===== src/rtl/riscv_cmd_streamer_param.sv =====
// Parametrised command streamer: presents a base/length window of a local command
// memory on a valid/ready stream, one-shot or looping, with graceful stop.
module riscv_cmd_streamer_param #(
    parameter int DATA_W = 32,
    parameter int DEPTH  = 64,
    parameter int ADDR_W = 6,
    parameter int CNT_W  = 16
) (
    input  logic              clk,
    input  logic              reset,
    input  logic              load_we,
    input  logic [ADDR_W-1:0] load_addr,
    input  logic [DATA_W-1:0] load_data,
    input  logic              start,
    input  logic [ADDR_W-1:0] base_addr,
    input  logic [ADDR_W:0]   length,
    input  logic              loop_mode,
    input  logic              stop,
    output logic              cmd_valid,
    output logic [DATA_W-1:0] cmd_data,
    output logic              cmd_last,
    input  logic              cmd_ready,
    output logic              busy,
    output logic              done,
    output logic [CNT_W-1:0]  xfer_count
);

    typedef enum logic [1:0] {IDLE, STREAM, DONE} state_t;

    localparam logic [ADDR_W:0] LEN_MAX = (ADDR_W+1)'(DEPTH);

    state_t             state_q;
    logic [DATA_W-1:0]  mem_q [DEPTH];
    logic [ADDR_W-1:0]  ptr_q;
    logic [ADDR_W-1:0]  base_q;
    logic [ADDR_W:0]    len_q;
    logic [ADDR_W:0]    idx_q;
    logic               loop_q;
    logic               stop_pending_q;
    logic               cmd_valid_q;
    logic               cmd_last_q;
    logic [DATA_W-1:0]  cmd_data_q;
    logic               busy_q;
    logic               done_q;
    logic [CNT_W-1:0]   xfer_count_q;

    logic               handshake;
    logic               start_ok;
    logic               finish_d;
    logic [ADDR_W-1:0]  ptr_d;
    logic [ADDR_W:0]    idx_d;
    logic               last_d;

    // idx_q is the 1-based position of the presented word within the current pass
    always_comb begin
        handshake = cmd_valid_q && cmd_ready;
        start_ok  = start && (length != '0) && (length <= LEN_MAX);
        finish_d  = (cmd_last_q && !loop_q) || stop_pending_q || stop;
        ptr_d     = ptr_q + 1'b1;
        idx_d     = idx_q + 1'b1;
        if (cmd_last_q) begin
            ptr_d = base_q;
            idx_d = (ADDR_W+1)'(1);
        end
        last_d = (idx_d == len_q);
    end

    always_ff @(posedge clk) begin
        if (load_we && !busy_q) begin
            mem_q[load_addr] <= load_data;
        end
    end

    always_ff @(posedge clk) begin
        if (reset) begin
            state_q        <= IDLE;
            ptr_q          <= '0;
            base_q         <= '0;
            len_q          <= '0;
            idx_q          <= '0;
            loop_q         <= 1'b0;
            stop_pending_q <= 1'b0;
            cmd_valid_q    <= 1'b0;
            cmd_last_q     <= 1'b0;
            cmd_data_q     <= '0;
            busy_q         <= 1'b0;
            done_q         <= 1'b0;
            xfer_count_q   <= '0;
        end else begin
            case (state_q)
                IDLE: begin
                    if (start_ok) begin
                        base_q       <= base_addr;
                        len_q        <= length;
                        loop_q       <= loop_mode;
                        ptr_q        <= base_addr;
                        idx_q        <= (ADDR_W+1)'(1);
                        xfer_count_q <= '0;
                        cmd_data_q   <= mem_q[base_addr];
                        cmd_last_q   <= (length == (ADDR_W+1)'(1));
                        cmd_valid_q  <= 1'b1;
                        busy_q       <= 1'b1;
                        state_q      <= STREAM;
                    end
                end
                STREAM: begin
                    if (handshake) begin
                        xfer_count_q <= xfer_count_q + 1'b1;
                        if (finish_d) begin
                            cmd_valid_q <= 1'b0;
                            cmd_last_q  <= 1'b0;
                            busy_q      <= 1'b0;
                            done_q      <= 1'b1;
                            state_q     <= DONE;
                        end else begin
                            ptr_q      <= ptr_d;
                            idx_q      <= idx_d;
                            cmd_data_q <= mem_q[ptr_d];
                            cmd_last_q <= last_d;
                        end
                    end else if (stop) begin
                        stop_pending_q <= 1'b1;
                    end
                end
                DONE: begin
                    done_q         <= 1'b0;
                    stop_pending_q <= 1'b0;
                    state_q        <= IDLE;
                end
                default: state_q <= IDLE;
            endcase
        end
    end

    assign cmd_valid  = cmd_valid_q;
    assign cmd_data   = cmd_data_q;
    assign cmd_last   = cmd_last_q;
    assign busy       = busy_q;
    assign done       = done_q;
    assign xfer_count = xfer_count_q;

endmodule


===== config.mk =====
export PLATFORM = sky130hd
export DESIGN_NAME = riscv_cmd_streamer_param
export DESIGN_NICKNAME = d
export VERILOG_FILES = /design/src/rtl/riscv_cmd_streamer_param.sv
export SDC_FILE = /design/constraint.sdc
export NUM_CORES = 2
export LEC_CHECK = 0
export ABC_CLOCK_PERIOD_IN_PS = 2940
export BUFFER_PORTS_ARGS = -buffer_cell sky130_fd_sc_hd__buf_2
export CAP_MARGIN = 20
export CORE_MARGIN = 2
export CORE_UTILIZATION = 30
export DETAILED_ROUTE_END_ITERATION = 8
export SYNTH_ARGS = -nofsm -noshare
export SYNTH_HDL_FRONTEND = slang
export SYNTH_SLANG_ARGS = --single-unit

===== constraint.sdc =====
create_clock -name clk -period 2.94 [get_ports clk]
set_input_delay 0.294 -clock clk [delete_from_list [all_inputs] [get_ports clk]]
set_output_delay 0.294 -clock clk [all_outputs]
set_load 0.01 [all_outputs]

==> Word level (Yosys, flattened, before mapping) <==
Memories as Yosys holds them, arrays and structs flattened.
Cells that the tools add are included.
{ "totals": {"register_bits": 81, "latchBits": 0, "mem_bits_rw": 2048, "rom_bits": 0, "in_bits": 58, "out_inout_bits": 52, "word_cells": 84, "mem_count": 1} }
{ "classes": {"add_sub_neg": 3, "multipliers": 0, "div_mod_pow": 0, "order_cmp": 1, "n_eq_ne": 10, "n_shift": 0, "n_mux": 37, "n_bitwise": 0, "reduce_logical": 20} }
{ "mem_list": {"columns": ["memory", "words", "word_bits", "read_ports", "rd_clocked_by_memory_dff", "write_ports", "line_no", "source"], "rows": [
  ["mem_q", 64, 32, 2, 0, 1, "33", "logic [DATA_W-1:0] mem_q [DEPTH];"]
]} }
{ "op_table": {"columns": ["cell", "count"], "rows": [
  ["$mux 32", 3],
  ["$pmux 32 s2", 1],
  ["$mux 16", 2],
  ["$pmux 16 s2", 1],
  ["$mux 7", 4],
  ["$mux 6", 4],
  ["$add 16x1->16 const B", 1],
  ["$pmux 7 s2", 1],
  ["$mux 1", 12],
  ["$ne 2x2->1 const B", 6],
  ["$pmux 6 s2", 1],
  ["$reduce_and 3->1", 4],
  ["$pmux 1 s2", 4],
  ["$reduce_and 4->1", 2],
  ["$add 7x1->7 const B", 1],
  ["$eq 7x1->1 const B", 1],
  ["$eq 7x7->1", 1],
  ["$le 7x7->1 const B", 1],
  ["$reduce_bool 7->1", 1],
  ["$add 6x1->6 const B", 1],
  ["$mux 2", 3],
  ["$logic_and 1x1->1", 5],
  ["$pmux 2 s2", 1],
  ["$reduce_bool 2->1", 2],
  ["6 further kinds", 8]
]} }

==> Longest topological paths before layout <==
{ "depth": {"word_depth": 7, "depth_mapped": 14, "ltp_nobuf": 9} }

==> Worst setup path after synthesis <==
Ideal clock, no wire load.
{ "synth_timing": {"path_type": "input to register", "startpoint": "input load_addr[4]", "endpoint": "memory mem_q[16][0], enable pin", "setup_ps": 421, "arrival_time_ps": 2483, "setup_slack_ps": 36, "path_stages": 4, "n_path_buf": 2, "cell_sequence": "clkbuf_1 -> or3b_2 -> clkbuf_1 -> nor2_1"} }
{ "synth_rtl": {"columns": ["element", "line_no", "source"], "rows": [
  ["start: declaration", "12", "input logic [ADDR_W-1:0] load_addr,"],
  ["end: declaration", "33", null]
]} }
No word-level cell before the write port.

==> Worst setup path after layout <==
{ "layout_timing": {"startpoint": "register ptr_q[1]", "endpoint": "register cmd_data_q[21] (netlist: cmd_data[21])"} }
{ "layout_between": {"elab_chain_cells": 6} }
{ "layout_rtl": {"columns": ["element", "line_no", "source"], "rows": [
  ["start: declaration", "34", "logic [ADDR_W-1:0] ptr_q;"],
  ["start signal: assignment", "96", "ptr_q <= base_addr;"],
  ["start signal: assignment", "116", "ptr_q <= ptr_d;"],
  ["$add 6x1->6", "59", "ptr_d = ptr_q + 1'b1;"],
  ["$mux 6", "61", "if (cmd_last_q) begin"],
  ["$mem_v2 64x32", null, null],
  ["$mux 32", "109", "if (finish_d) begin"],
  ["$mux 32", "107", "if (handshake) begin"],
  ["$pmux 32 s2", "90", "case (state_q)"],
  ["end signal: assignment", "99", "cmd_data_q <= mem_q[base_addr];"],
  ["end signal: assignment", "118", "cmd_data_q <= mem_q[ptr_d];"],
  ["end: declaration", "42", "logic [DATA_W-1:0] cmd_data_q;"]
]} }
No other way between the ends. The select of a mux whose other input is x is not followed.
A chain may end at the register's enable or synchronous reset.

==> run metrics <==
status complete, but fails checks; failing checks setup timing; area share of the largest cell type after synthesis 62.61%; chip width 576.2 um; H-Tree Depth 4; initial antenna violation count 23; Flop pwr share 44.8%; Post-Synthesis Cells 5308; Slew Limit Fails 0; EDFF count, synth 2048; Slew headroom 25.35%; DRT iter0 DRCs 9708; critical path type flip-flop to flip-flop; top area cells in the synthesized netlist edfxtp_1, mux4_2, mux2i_1; WHS Path Cells 1; clock network power share 38.2%; Gate power share 17.0%; Clock Skews 55.68 ps; DR pass1 iterations 8; Yosys warning total 0; Async S/R FF share, synth 0%; HP Class input port to flip-flop; max-cap viol count 0; I/O Pins 110; layout cell share with drive strength beyond 1 36.86%; fin crit period 2984 ps; wire per inst 33.20 um; crit path DAT 3690 ps; synthesized area per cell 18.51 um^2; leakage power 37.24 nW; cell area power density 631.3 nW/um^2; register area share after synthesis 64.26%; R2R depth 11; cell area after synthesis 98230 um^2; crit share post-route 101.5%; Highest Clock Rate 335.2 MHz; Yosys cell types 68; Setup violations, final 2; Total GRT Usage 20.38%; synthesis-stage register bit count 2129; CTS tree built; Die H 576.2 um; switching pwr 0.01928 W; final core occ 36.32%; Least-Margin Pin Slew 1120 ps; crit-path max FO 17; DIE AREA 332000 um^2; RSZ-0062 raised after global routing yes; Clock Path Buffers 3; peak supply drop 0.5897 mV; Routability Congestion 0.8728; area added between synthesis and finish 20.77%; Main synth FF type edfxtp_1; Clk Latency, worst-skew pair 880 ps; vias per std cell 5.915; number of buffers created by CTS 225; largest net degree at the start of global routing 65; vias in the first global route 61084; Core ar. 326600 um^2; largest area contributor in the netlist edfxtp_1; Residual DRC 0; dpl cell area 109500 um^2; Setup TNS -69.31 ps; commonest non-fill, non-tap cell in the layout edfxtp_1; Post-Syn Nets 5369; sw frac 25.74%; CTS clk-pin slew, worst paths 60 ps; Detail Route Antenna Nets 0; Initial Util 30.08%; DP HPWL 214900 um; endpoint class of the critical path flip-flop; PnR worst setup slack -43.59 ps; Fin. Hold Viols 0; clock root cell clkbuf_16; Cell Int Power 0.05562 W; post-route cell area 118600 um^2; most frequent cells in the layout edfxtp_1, mux4_2, buf_4; Clock Sinks 2129; Hold WS 28.86 ps; Nets 5972; first-pass GRT wire length 479600 um; IO Port Bufs 109; DP Worst Slack -284.2 ps; GR Overflow Total 0; drt total wl 347500 um; CP startpoint kind flip-flop; via count 61897; Data required, critical path 3640 ps; Rows 210
-- worst paths after layout --
check          startpoint      endpoint  slack (ps)
max              ptr_q[1]  cmd_data[21]         -40
min          load_data[2]  mem_q[25][2]          30
max reg2reg      ptr_q[1]  cmd_data[21]         -40
min reg2reg  cmd_data[17]  cmd_data[17]         450
-- area by class of cell --
class,count,area (um^2)
Clock buffer,322,6352
Timing Repair Buffer,797,8637
Clock inverter,98,1046
Fill cell,29964,208000
Sequential cell,2129,63120
Multi-Input combinational cell,2752,33980
Inverter,6,22.52
Tap cell,4346,5438
Antenna cell,15,37.54
-- critical path, stage by stage (launching register included) --
cell and delay (ps):
dfxtp_1 340, ha_2 320, mux2_8 420, buf_16 210, buf_4 150, mux2i_1 140, o22ai_1 140, nor3_2 280
a2111oi_4 90, nand2_1 130, a21oi_2 70, or4_1 500
-- stage by stage --
step / power (W) / std cells
after CTS: 0.07443 / 10365
after detailed placement: 0.04604 / 9930
after global routing: 0.07687 / 10459
after global placement: 0.04600 / 9929
after floorplan: 0.04116 / 5308
final: 0.07490 / 10465
-- cell usage after synthesis, types with 5 or more instances --
master and instances:
a2111oi_0 14, a211oi_1 13, a21oi_1 142, a221oi_1 16, a22o_1 21, a22oi_1 130, a311oi_1 26, a31oi_1 44
a32oi_1 10, and3_1 21, buf_1 55, buf_2 146, buf_4 55, buf_6 15, clkbuf_1 151, dfxtp_1 81
edfxtp_1 2048, inv_1 6, mux2_2 11, mux2i_1 216, mux4_2 988, nand2_1 312, nand2b_1 11, nand3_1 129
nand3b_1 9, nand4_1 26, nor2_1 213, nor2b_1 18, nor3_1 78, nor3b_1 5, nor4_1 38, nor4b_1 5
o211ai_1 15, o21ai_0 23, o21ai_1 5, o22ai_1 127, o31ai_1 10, o32ai_1 9, or3_1 11, or4_1 5
xor2_1 10
-- layer usage --
metal | part of all wire, % | vias up | wire length [um] | global-route usage, %
met3 | 12 | 747 | 43390 | 5.456
met5 | 0.0032 | - | 11 | 0
met2 | 45 | 4365 | 156900 | 30.96
met1 | 38 | 32833 | 131900 | 27.58
met4 | 4.4 | 2 | 15280 | 8.553
li1 | - | 23950 | - | -
-- timing repair --
item / CTS / global route
endpoints found under the hold margin: 18 / 459
cloned: 1 / 10
pin swaps: 2 / 17
resized for setup: 23 / 74
hold buffers: 13 / 13
buffers inserted: 1 / 48
endpoints found under the setup margin: 13 / 31
-- state kept, by name, summed over array words and instances, names as in the netlist, 2 cells and up --
signal,flops
base_q,6
len_q,7
mem_q,2048
state_q,2
idx_q,7
ptr_q,6
xfer_count,16
cmd_data,32
-- power groups by stage --
stage | Combinational [W] | Sequential [W] | Clock [W]
after floorplan | 0.00699 | 0.0342 | 0
after global placement | 0.0118 | 0.0342 | 0
after detailed placement | 0.0118 | 0.0342 | 0
after CTS | 0.0120 | 0.0336 | 0.0289
after global routing | 0.0133 | 0.0336 | 0.0300
final | 0.0127 | 0.0336 | 0.0286
-- kinds of logic after synthesis --
group	synth area share (%)
flip-flops	64.26
multiplexers	24.99
AND/OR/NAND/NOR	4.226
AO/OA/AOI/OAI	4.220
buffers and inverters	2.146
XOR/XNOR	0.1159
adder cells (fa/ha/maj)	0.03822
(Power assumes the default switching activity.)
